**config.mk**
```make
export PLATFORM = sky130hd
export DESIGN_NAME = poly_fold_mod_flat
export DESIGN_NICKNAME = d
export VERILOG_FILES = /design/src/rtl/he_pkg.sv /design/src/rtl/poly_fold_mod_if.sv /design/src/rtl/poly_fold_mod_lane.sv /design/src/rtl/poly_fold_mod.sv /design/src/flat_wrapper.sv
export SDC_FILE = /design/constraint.sdc
export NUM_CORES = 1
export LEC_CHECK = 0
export CAP_MARGIN = 0
export CORE_MARGIN = 2
export CORE_UTILIZATION = 60
export CTS_CLUSTER_DIAMETER = 120
export DETAILED_ROUTE_END_ITERATION = 10
export PLACE_DENSITY = 0.8
export SYNTH_ARGS = -nofsm -noshare
export SYNTH_HDL_FRONTEND = slang
export SYNTH_HIERARCHICAL = 1
export SYNTH_SLANG_ARGS = --single-unit
```
**constraint.sdc**
```tcl
create_clock -name clk -period 5.55 [get_ports clk]
set_input_delay 1.3875 -clock clk [delete_from_list [all_inputs] [get_ports clk]]
set_output_delay 1.3875 -clock clk [all_outputs]
set_load 0.02 [all_outputs]
```
**src/rtl/he_pkg.sv**
```systemverilog
// Shared types and default sizing for the HE polynomial datapath.
package he_pkg;
  localparam int DATA_WIDTH = 16;
  localparam int DEGREE_N   = 16;
  localparam int LANES      = 4;
  localparam int IN_BEATS   = 2*DEGREE_N/LANES;
  localparam int OUT_BEATS  = DEGREE_N/LANES;

  typedef logic [DATA_WIDTH-1:0] coeff_t;
  typedef enum logic {ACCUM, DRAIN} fold_state_e;
endpackage

```
**src/rtl/poly_fold_mod_if.sv**
```systemverilog
// Stream bus for poly_fold_mod: product beats in, folded beats out.
// Optional POLY_FOLD_MOD_CYCLIC_EN adds cyclic_i.
interface poly_fold_mod_if #(
  parameter int DATA_WIDTH = 16,
  parameter int LANES      = 4
);
  logic [DATA_WIDTH-1:0]       q_i;
`ifdef POLY_FOLD_MOD_CYCLIC_EN
  logic                        cyclic_i;
`endif
  logic                        valid_i;
  logic                        ready_o;
  logic [LANES*DATA_WIDTH-1:0] data_i;
  logic                        valid_o;
  logic                        ready_i;
  logic [LANES*DATA_WIDTH-1:0] data_o;
  logic                        done_o;

`ifdef POLY_FOLD_MOD_CYCLIC_EN
  modport master (output q_i, cyclic_i, valid_i, data_i, ready_i,
                  input  ready_o, valid_o, data_o, done_o);
  modport slave  (input  q_i, cyclic_i, valid_i, data_i, ready_i,
                  output ready_o, valid_o, data_o, done_o);
`else
  modport master (output q_i, valid_i, data_i, ready_i,
                  input  ready_o, valid_o, data_o, done_o);
  modport slave  (input  q_i, valid_i, data_i, ready_i,
                  output ready_o, valid_o, data_o, done_o);
`endif
endinterface

```
**src/rtl/poly_fold_mod_lane.sv**
```systemverilog
// Per-lane fold arithmetic: modsub (negacyclic) or modadd (cyclic) against q.
module mod_fold_lane #(
  parameter int W = 16
) (
  input  logic [W-1:0] a,
  input  logic [W-1:0] b,
  input  logic [W-1:0] q,
  input  logic         cyclic,
  output logic [W-1:0] y
);
  logic [W:0]   sum;
  logic [W:0]   sum_red;
  logic [W-1:0] diff;

  always_comb begin
    sum     = {1'b0, a} + {1'b0, b};
    sum_red = sum - {1'b0, q};
    diff    = a - b;
    // q=0 degenerates both paths to plain mod 2^W arithmetic
    if (cyclic) y = (sum >= {1'b0, q}) ? sum_red[W-1:0] : sum[W-1:0];
    else        y = (a < b) ? diff + q : diff;
  end
endmodule

```
**src/rtl/poly_fold_mod.sv**
```systemverilog
// Folds a 2N-coefficient product modulo x^N+1 (or x^N-1) and modulo q, streaming N results.
// Optional macro POLY_FOLD_MOD_CYCLIC_EN enables runtime cyclic folding via cyclic_i.
module poly_fold_mod #(
  parameter int DATA_WIDTH = 16,
  parameter int DEGREE_N   = 16,
  parameter int LANES      = 4
) (
  input logic            clk,
  input logic            rst,
  poly_fold_mod_if.slave bus
);
  import he_pkg::*;

  localparam int N_IN   = 2*DEGREE_N/LANES;
  localparam int N_OUT  = DEGREE_N/LANES;
  localparam int OB_W   = $clog2(N_OUT);
  localparam int BEAT_W = $clog2(N_IN);

  fold_state_e             state, state_nx;
  logic [BEAT_W-1:0]       beat;
  logic [OB_W-1:0]         obeat;
  logic [DATA_WIDTH-1:0]   q_reg;
  logic                    cyc_reg;
  logic                    acc_fire, out_fire;
  logic [OB_W-1:0]         slot;
  logic                    upper;

  assign acc_fire = bus.valid_i && bus.ready_o;
  assign out_fire = bus.valid_o && bus.ready_i;
  // Low beat bits address the coefficient row; MSB selects fill vs fold half
  assign slot     = beat[OB_W-1:0];
  assign upper    = beat[BEAT_W-1];

  always_comb begin
    state_nx    = state;
    bus.ready_o = 1'b0;
    bus.valid_o = 1'b0;
    bus.done_o  = 1'b0;
    unique case (state)
      ACCUM: begin
        bus.ready_o = 1'b1;
        if (bus.valid_i && (&beat)) state_nx = DRAIN;
      end
      DRAIN: begin
        bus.valid_o = 1'b1;
        if (bus.ready_i && (&obeat)) begin
          bus.done_o = 1'b1;
          state_nx   = ACCUM;
        end
      end
      default: state_nx = ACCUM;
    endcase
  end

  always_ff @(posedge clk or posedge rst) begin
    if (rst) begin
      state   <= ACCUM;
      beat    <= '0;
      obeat   <= '0;
      q_reg   <= '0;
`ifdef POLY_FOLD_MOD_CYCLIC_EN
      cyc_reg <= 1'b0;
`endif
    end else begin
      state <= state_nx;
      // Both counters are powers of two and wrap to 0 at frame end
      if (acc_fire) beat  <= beat + BEAT_W'(1);
      if (out_fire) obeat <= obeat + OB_W'(1);
      if (acc_fire && beat == '0) begin
        q_reg   <= bus.q_i;
`ifdef POLY_FOLD_MOD_CYCLIC_EN
        cyc_reg <= bus.cyclic_i;
`endif
      end
    end
  end

`ifndef POLY_FOLD_MOD_CYCLIC_EN
  assign cyc_reg = 1'b0;
`endif

  // Coefficient k lives in bank (k % LANES), row (k / LANES)
  for (genvar j = 0; j < LANES; j++) begin : g_lane
    logic [DATA_WIDTH-1:0] bank [N_OUT];
    logic [DATA_WIDTH-1:0] din;
    logic [DATA_WIDTH-1:0] fold;

    assign din = bus.data_i[j*DATA_WIDTH +: DATA_WIDTH];

    mod_fold_lane #(.W(DATA_WIDTH)) u_fold (
      .a      (bank[slot]),
      .b      (din),
      .q      (q_reg),
      .cyclic (cyc_reg),
      .y      (fold)
    );

    always_ff @(posedge clk) begin
      if (acc_fire) bank[slot] <= upper ? fold : din;
    end

    assign bus.data_o[j*DATA_WIDTH +: DATA_WIDTH] = bus.valid_o ? bank[obeat] : '0;
  end
endmodule

```
**src/flat_wrapper.sv**
```systemverilog
// flat-port wrapper written by rule: the top's interface ports become plain ports
module poly_fold_mod_flat import he_pkg::*;
#(
  parameter int DATA_WIDTH = 16,
  parameter int DEGREE_N   = 16,
  parameter int LANES      = 4
)
  (clk, rst, bus_q_i, bus_valid_i, bus_data_i, bus_ready_i, bus_ready_o, bus_valid_o, bus_data_o, bus_done_o);
  poly_fold_mod_if #(.DATA_WIDTH(DATA_WIDTH), .LANES(LANES)) bus_i ();
  input logic clk;
  input logic rst;
  input wire logic [$bits(bus_i.q_i)-1:0] bus_q_i;
  input wire logic [$bits(bus_i.valid_i)-1:0] bus_valid_i;
  input wire logic [$bits(bus_i.data_i)-1:0] bus_data_i;
  input wire logic [$bits(bus_i.ready_i)-1:0] bus_ready_i;
  output wire logic [$bits(bus_i.ready_o)-1:0] bus_ready_o;
  output wire logic [$bits(bus_i.valid_o)-1:0] bus_valid_o;
  output wire logic [$bits(bus_i.data_o)-1:0] bus_data_o;
  output wire logic [$bits(bus_i.done_o)-1:0] bus_done_o;
  assign bus_i.q_i = bus_q_i;
  assign bus_i.valid_i = bus_valid_i;
  assign bus_i.data_i = bus_data_i;
  assign bus_i.ready_i = bus_ready_i;
  assign bus_ready_o = bus_i.ready_o;
  assign bus_valid_o = bus_i.valid_o;
  assign bus_data_o = bus_i.data_o;
  assign bus_done_o = bus_i.done_o;
  poly_fold_mod #(.DATA_WIDTH(DATA_WIDTH), .DEGREE_N(DEGREE_N), .LANES(LANES)) u_core (.clk(clk), .rst(rst), .bus(bus_i));
endmodule
```
==> results.yml, run 1 <==
status:
  status: "finished, final reports clean"
die:
  io-pin-count: 151
  dieArea_um2: 46700
  rows: 77
  start_util_pct: 60.9
  core_um2: 44300
  die_height_um: 216
  die_x_um: 216
final_layout:
  layout_commonest_cell: "ha_1"
  area_growth_pct: 15.5
  fill_cells: 3349
  drive_above_1_share_pct: 16.7
  nets: 3276
  final_cell_mix: "ha_1, edfxtp_1, inv_1, mux2i_1, nor2_1"
  largest_reg_flops: 256
worst_setup_path:
  slowest_stage: "clkdlybuf4s50_1"
  critPathKind: "primary input to register"
  crit_end: "u_core/g_lane[2].bank[0][14]"
  r2r_cells: 21
  r2r-start: "u_core/beat[0]"
  rrSetupSlack_ns: 0.32
  worstReg2RegEnd: "u_core/g_lane[2].bank[0][14]"
  crit_top_cell: "a21o_1"
  cp-startpoint: "bus_data_i[32]"
  critical_path_required_ns: 5.88
  worst_setup_path_start_kind: "primary input"
  path_cells: "clkdlybuf4s50_1, ha_1, inv_1, fa_1, a211o_1, a211oi_1, o21ai_0, a21o_1, a21o_1, a21oi_1, xnor2_1, ha_1, a21o_1, a21o_1, a21oi_1, o21ai_0, mux2_2, a221o_1, mux2_2"
  path_max_fanout: 4
  worst_ep_arrival_time_ns: 5.64
  critical_path.max_stage_delay_ns: 0.51
  endpoint_kind: "register"
route:
  route.met3.wl_um: 5390
  drt-initial-drc-count: 1950
  wl_met1_um: 33900
  wl_um: 77300
  vias_per_cell: 6.35
  drc: 0
  met2_length_um: 35500
  wl_per_cell_um: 21.9
  ant_nets: 0
  drt_pass1_iterations: 7
  top_layer_used: "met5"
  num_vias: 22400
timing:
  slew_headroom_pct: 25.1
  clock_skew_ns: 0.0230
  fin_tns_setup_ns: 0
  hold_violations: 0
  setup_viol: 0
  fin_crit_ns: 5.31
  fmax_ghz: 0.188
  drv_slew: 0
  fin_ws_ns: 0.236
  period_share_pct: 95.8
  worst_pin_slew_ns: 1.12
logic_synthesis:
  synth_area_per_cell_um2: 10.2
  synth_cell_types: 126
  ys.warnings.count: 6
  syn_area_um2: 27000
  ys_seq_elements: 278
  synthSimpleGateAreaFrac_pct: 9.96
  synthAdderAreaFrac_pct: 13.1
  synthFlopType: "edfxtp_1"
  synth_mux_area_share_pct: 17.0
  synth-edff-count: 256
  synth_top_family_by_area: "compound AO/OA/AOI/OAI gates"
  async_flop_share_pct: 7.91
  synth_compound_area_share_pct: 17.5
  synthCells: 2655
  yosysSeqAreaShare_pct: 30.5
  synth_xor_area_share_pct: 6.15
grt:
  grt_pass1_vias: 22100
  grt_pass1_wl_um: 120000
  antenna_found_initial: 2
  gr-total-overflow: 0
  grt.total_usage_pct: 32.4
  grt_max_degree: 68
flow_run:
  cap_violations: 0
clock_network:
  cts_tree: "built"
  clkLatencyLatePin_ns: 0.59
  cts_sinks: 278
  cts_hold_buf: 0
  clock_path_buffers: 3
  cts_root_buffer: "clkbuf_16"
  cts_made_buffers: 30
  path_clk_slew_ns: 0.06
  htree_levels: 1
hold_path:
  hold_class: "register to register"
placement:
  place_ws_ns: -0.309
  place.detailed.hpwl_um: 57100
  gp_congestion: 0.960
  port_buffers: 150
==> cell usage after synthesis, drive strengths merged (31+ instances only) <==
cell type,number,area [um2]
o21bai,31,248
a21o,48,363
ha,258,3230
mux2i,209,2090
mux4,64,1440
o22ai,68,432
inv,219,822
a21oi,189,995
nor2,196,752
a211oi,55,478
buf,83,573
nand2,78,295
edfxtp,256,7690
o21ai,86,449
nor3,63,330
xor2,60,526
mux2,91,1060
o21a,34,255
xnor2,126,1110
nor2b,31,204
clkbuf,39,150
==> worst max-delay path: cells and delay by family <==
kind            cells  cell delay (ns)
buf+inv             2             0.57
fa+ha+maj           3             0.81
xor+xnor            1             0.12
compound gates     11             2.14
mux                 2             0.60
==> cells by family (layout without fill, tap and decap cells) <==
group	Yosys count	count (layout)
compound gates	677	677
simple gates	533	533
mux	364	364
buf+inv	341	617
flops	278	278
fa+ha+maj	274	274
xor+xnor	187	187
other cells	1	10
==> through the flow <==
| stage | instance area (um2) | util [%] | hold slack, ns | std cells |
|---|---|---|---|---|
| after floorplan | 27000 | - | 0.485 | 2663 |
| final | 31200 | 70.3 | 0.561 | 3532 |
| after global placement | 30100 | 68.0 | 0.518 | 3476 |
| after global routing | 31200 | 70.3 | 0.598 | 3531 |
| after CTS | 31100 | 70.2 | 0.563 | 3529 |
| after detailed placement | 30100 | 68.0 | 0.550 | 3476 |
==> worst min-delay path by stage <==
stage                     depth (start not counted)               to       startpoint  slack, ns
after floorplan                                   1  u_core/obeat[0]  u_core/obeat[0]       0.48
after global placement                            1  u_core/obeat[0]  u_core/obeat[0]       0.52
after detailed placement                          1  u_core/obeat[0]  u_core/obeat[0]       0.55
after CTS                                         1  u_core/obeat[0]  u_core/obeat[0]       0.56
after global routing                              1  u_core/obeat[0]  u_core/obeat[0]       0.60
final                                             1  u_core/obeat[0]  u_core/obeat[0]       0.56
==> metal layers <==
layer / vias up / track usage (%)
met1: 10900 / 44.7
li1: 10400 / -
met4: 2 / 11.1
met5: - / 0
met2: 918 / 53.3
met3: 147 / 3.47
==> repair_timing <==
item / CTS / global route
endpoints found under the setup margin: 0 / 56
buffers inserted: 0 / 2
gates resized for setup: 0 / 9
==> area by class of cell <==
type,count,area [um2],share of cell area [%]
multi-input cells,2044,17300,55.5
flip-flops and latches,278,8250,26.5
repair buffers,345,3090,9.91
inverters,219,822,2.64
clock buffers,36,795,2.55
well taps,592,741,2.38
clock inverters,17,184,0.590
diodes,1,2.50,0.00803
Power of run 1 is left out: the tool's default activity adds up to more than one toggle a clock period on the data nets, which glitch-free logic cannot reach.
==> run 2: changes to the inputs <==
- CTS_BUF_LIST: default -> sky130_fd_sc_hd__clkbuf_16
- CTS_CLUSTER_SIZE: default -> 8
==> results.yml, run 2 (same netlist as run 1, synthesis figures left out) <==
final_layout:
  final_cell_mix: "ha_1, edfxtp_1, inv_1, mux2i_1, nor2_1"
  nets: 3287
  largest_reg_flops: 256
  fill_cells: 3310
  design_area_um2: 31400
  layout_commonest_cell: "ha_1"
  area_growth_pct: 16.2
  postLayoutCoreUtil_pct: 70.8
  drive_above_1_share_pct: 16.7
timing:
  worst_pin_slew_ns: 1.14
  clock_skew_ns: 0.0232
  slew_headroom_pct: 24.2
  fmax_ghz: 0.188
  setup_viol: 0
  period_share_pct: 95.8
  fin_crit_ns: 5.32
  drv_slew: 0
  hold_violations: 0
placement:
  place.detailed.hpwl_um: 57100
  post_dp_cell_area_um2: 30100
  gp_congestion: 0.960
  port_buffers: 150
route:
  vias_per_cell: 6.35
  wl_per_cell_um: 21.8
  drt_pass1_iterations: 6
  drt-initial-drc-count: 1896
  wl_um: 77400
  ant_nets: 0
  drc: 0
  num_vias: 22600
die:
  io-pin-count: 151
  core_um2: 44300
  dieArea_um2: 46700
  start_util_pct: 60.9
  rows: 77
  die_x_um: 216
  die_height_um: 216
worst_setup_path:
  critPathKind: "primary input to register"
  worst_setup_path_start_kind: "primary input"
  path_max_fanout: 4
  worst_ep_arrival_time_ns: 5.60
  critical_path_required_ns: 5.84
  endpoint_kind: "register"
clock_network:
  cts_tree: "built"
  cts_hold_buf: 0
  cts_sinks: 278
  path_clk_slew_ns: 0.06
  cts_root_buffer: "clkbuf_16"
  clkLatencyLatePin_ns: 0.57
  htree_levels: 2
  cts_made_buffers: 40
  clock_path_buffers: 3
grt:
  grt_max_degree: 68
  busiest_layer: "met2"
  antenna_found_initial: 3
  grt_pass1_vias: 22200
  gr-total-overflow: 0
  grt_use_met2_pct: 53.1
  grt_pass1_wl_um: 120000
  grtUsageMet1_pct: 44.5
  grt.total_usage_pct: 32.6
  use_met3_pct: 5.04
status:
  status: "finished, final reports clean"
flow_run:
  cap_violations: 0
hold_path:
  hold_class: "register to register"
run 2: changes by cell type in the layout (fill, tap and decap cells not counted), moves of 4 or more:
cell,before,now
clkbuf_1,5,0
clkinv_2,6,0
clkinv_1,5,1
bufinv_16,4,0
inv_1,217,247
clkbuf_16,31,41
run 2: metal layers:
| layer | up-vias | share of wire, % |
|---|---|---|
| met2 | 866 | 46 |
| met5 | - | 0.027 |
| met4 | 4 | 3.1 |
| met3 | 137 | 6.9 |
| met1 | 11100 | 44 |
| li1 | 10500 | - |
run 2: cell type report:
cell class / count / area [um2] / area share (%)
timing repair buffer: 346 / 3100 / 9.88
antenna: 1 / 2.50 / 0.00798
tap: 592 / 741 / 2.36
sequential: 278 / 8250 / 26.3
inverter: 219 / 822 / 2.62
clock buffer: 41 / 1030 / 3.27
multi-input combinational: 2044 / 17300 / 55.2
clock inverter: 31 / 116 / 0.371
run 2: final timing paths:
check / start / slack [ns] / endpoint / cells past startpoint
worst max-delay path: bus_data_i[32] / 0.23 / u_core/g_lane[2].bank[3][14] / 19
worst min-delay path: u_core/obeat[0] / 0.56 / u_core/obeat[0] / 1
worst max register to register: u_core/beat[0] / 0.36 / u_core/g_lane[2].bank[3][14] / 21
worst min register to register: u_core/obeat[0] / 0.56 / u_core/obeat[0] / 1
max in group asynchronous: rst / 3.41 / u_core/obeat[1] / 2
min in group asynchronous: rst / 1.40 / u_core/q_reg[4] / 2
run 2: repair_timing:
action                                  in CTS  in global routing
endpoints found under the hold margin        0                  0
endpoints found under the setup margin       0                 56
gates resized for setup                      0                 14
buffers inserted                             0                  3
run 2: stage by stage:
| stage | worst slack, ns | TNS, ns | hold slack [ns] | instances |
|---|---|---|---|---|
| 3_5_place_dp | -0.309 | -15.15 | 0.550 | 3476 |
| 6_report | 0.235 | 0 | 0.563 | 3552 |
| 5_1_grt | -0.0305 | -0.103 | 0.597 | 3552 |
| 4_1_cts | 0.192 | 0 | 0.563 | 3548 |
| 3_3_place_gp | -0.250 | -8.45 | 0.518 | 3476 |
| 2_1_floorplan | 0.490 | 0 | 0.485 | 2663 |
run 2: critical path: stages:
cell	delay, ns
clkdlybuf4s50_1	0.51
ha_1	0.18
inv_1	0.06
fa_1	0.40
a211o_1	0.31
a211oi_1	0.29
o21ai_0	0.12
a21o_1	0.22
a21o_1	0.18
a21oi_1	0.17
xnor2_1	0.12
ha_1	0.23
a21o_1	0.18
a21o_1	0.17
a21oi_1	0.14
o21ai_1	0.10
mux2_2	0.28
a221o_1	0.25
mux2_2	0.30
Power of run 2 is left out for the same reason.
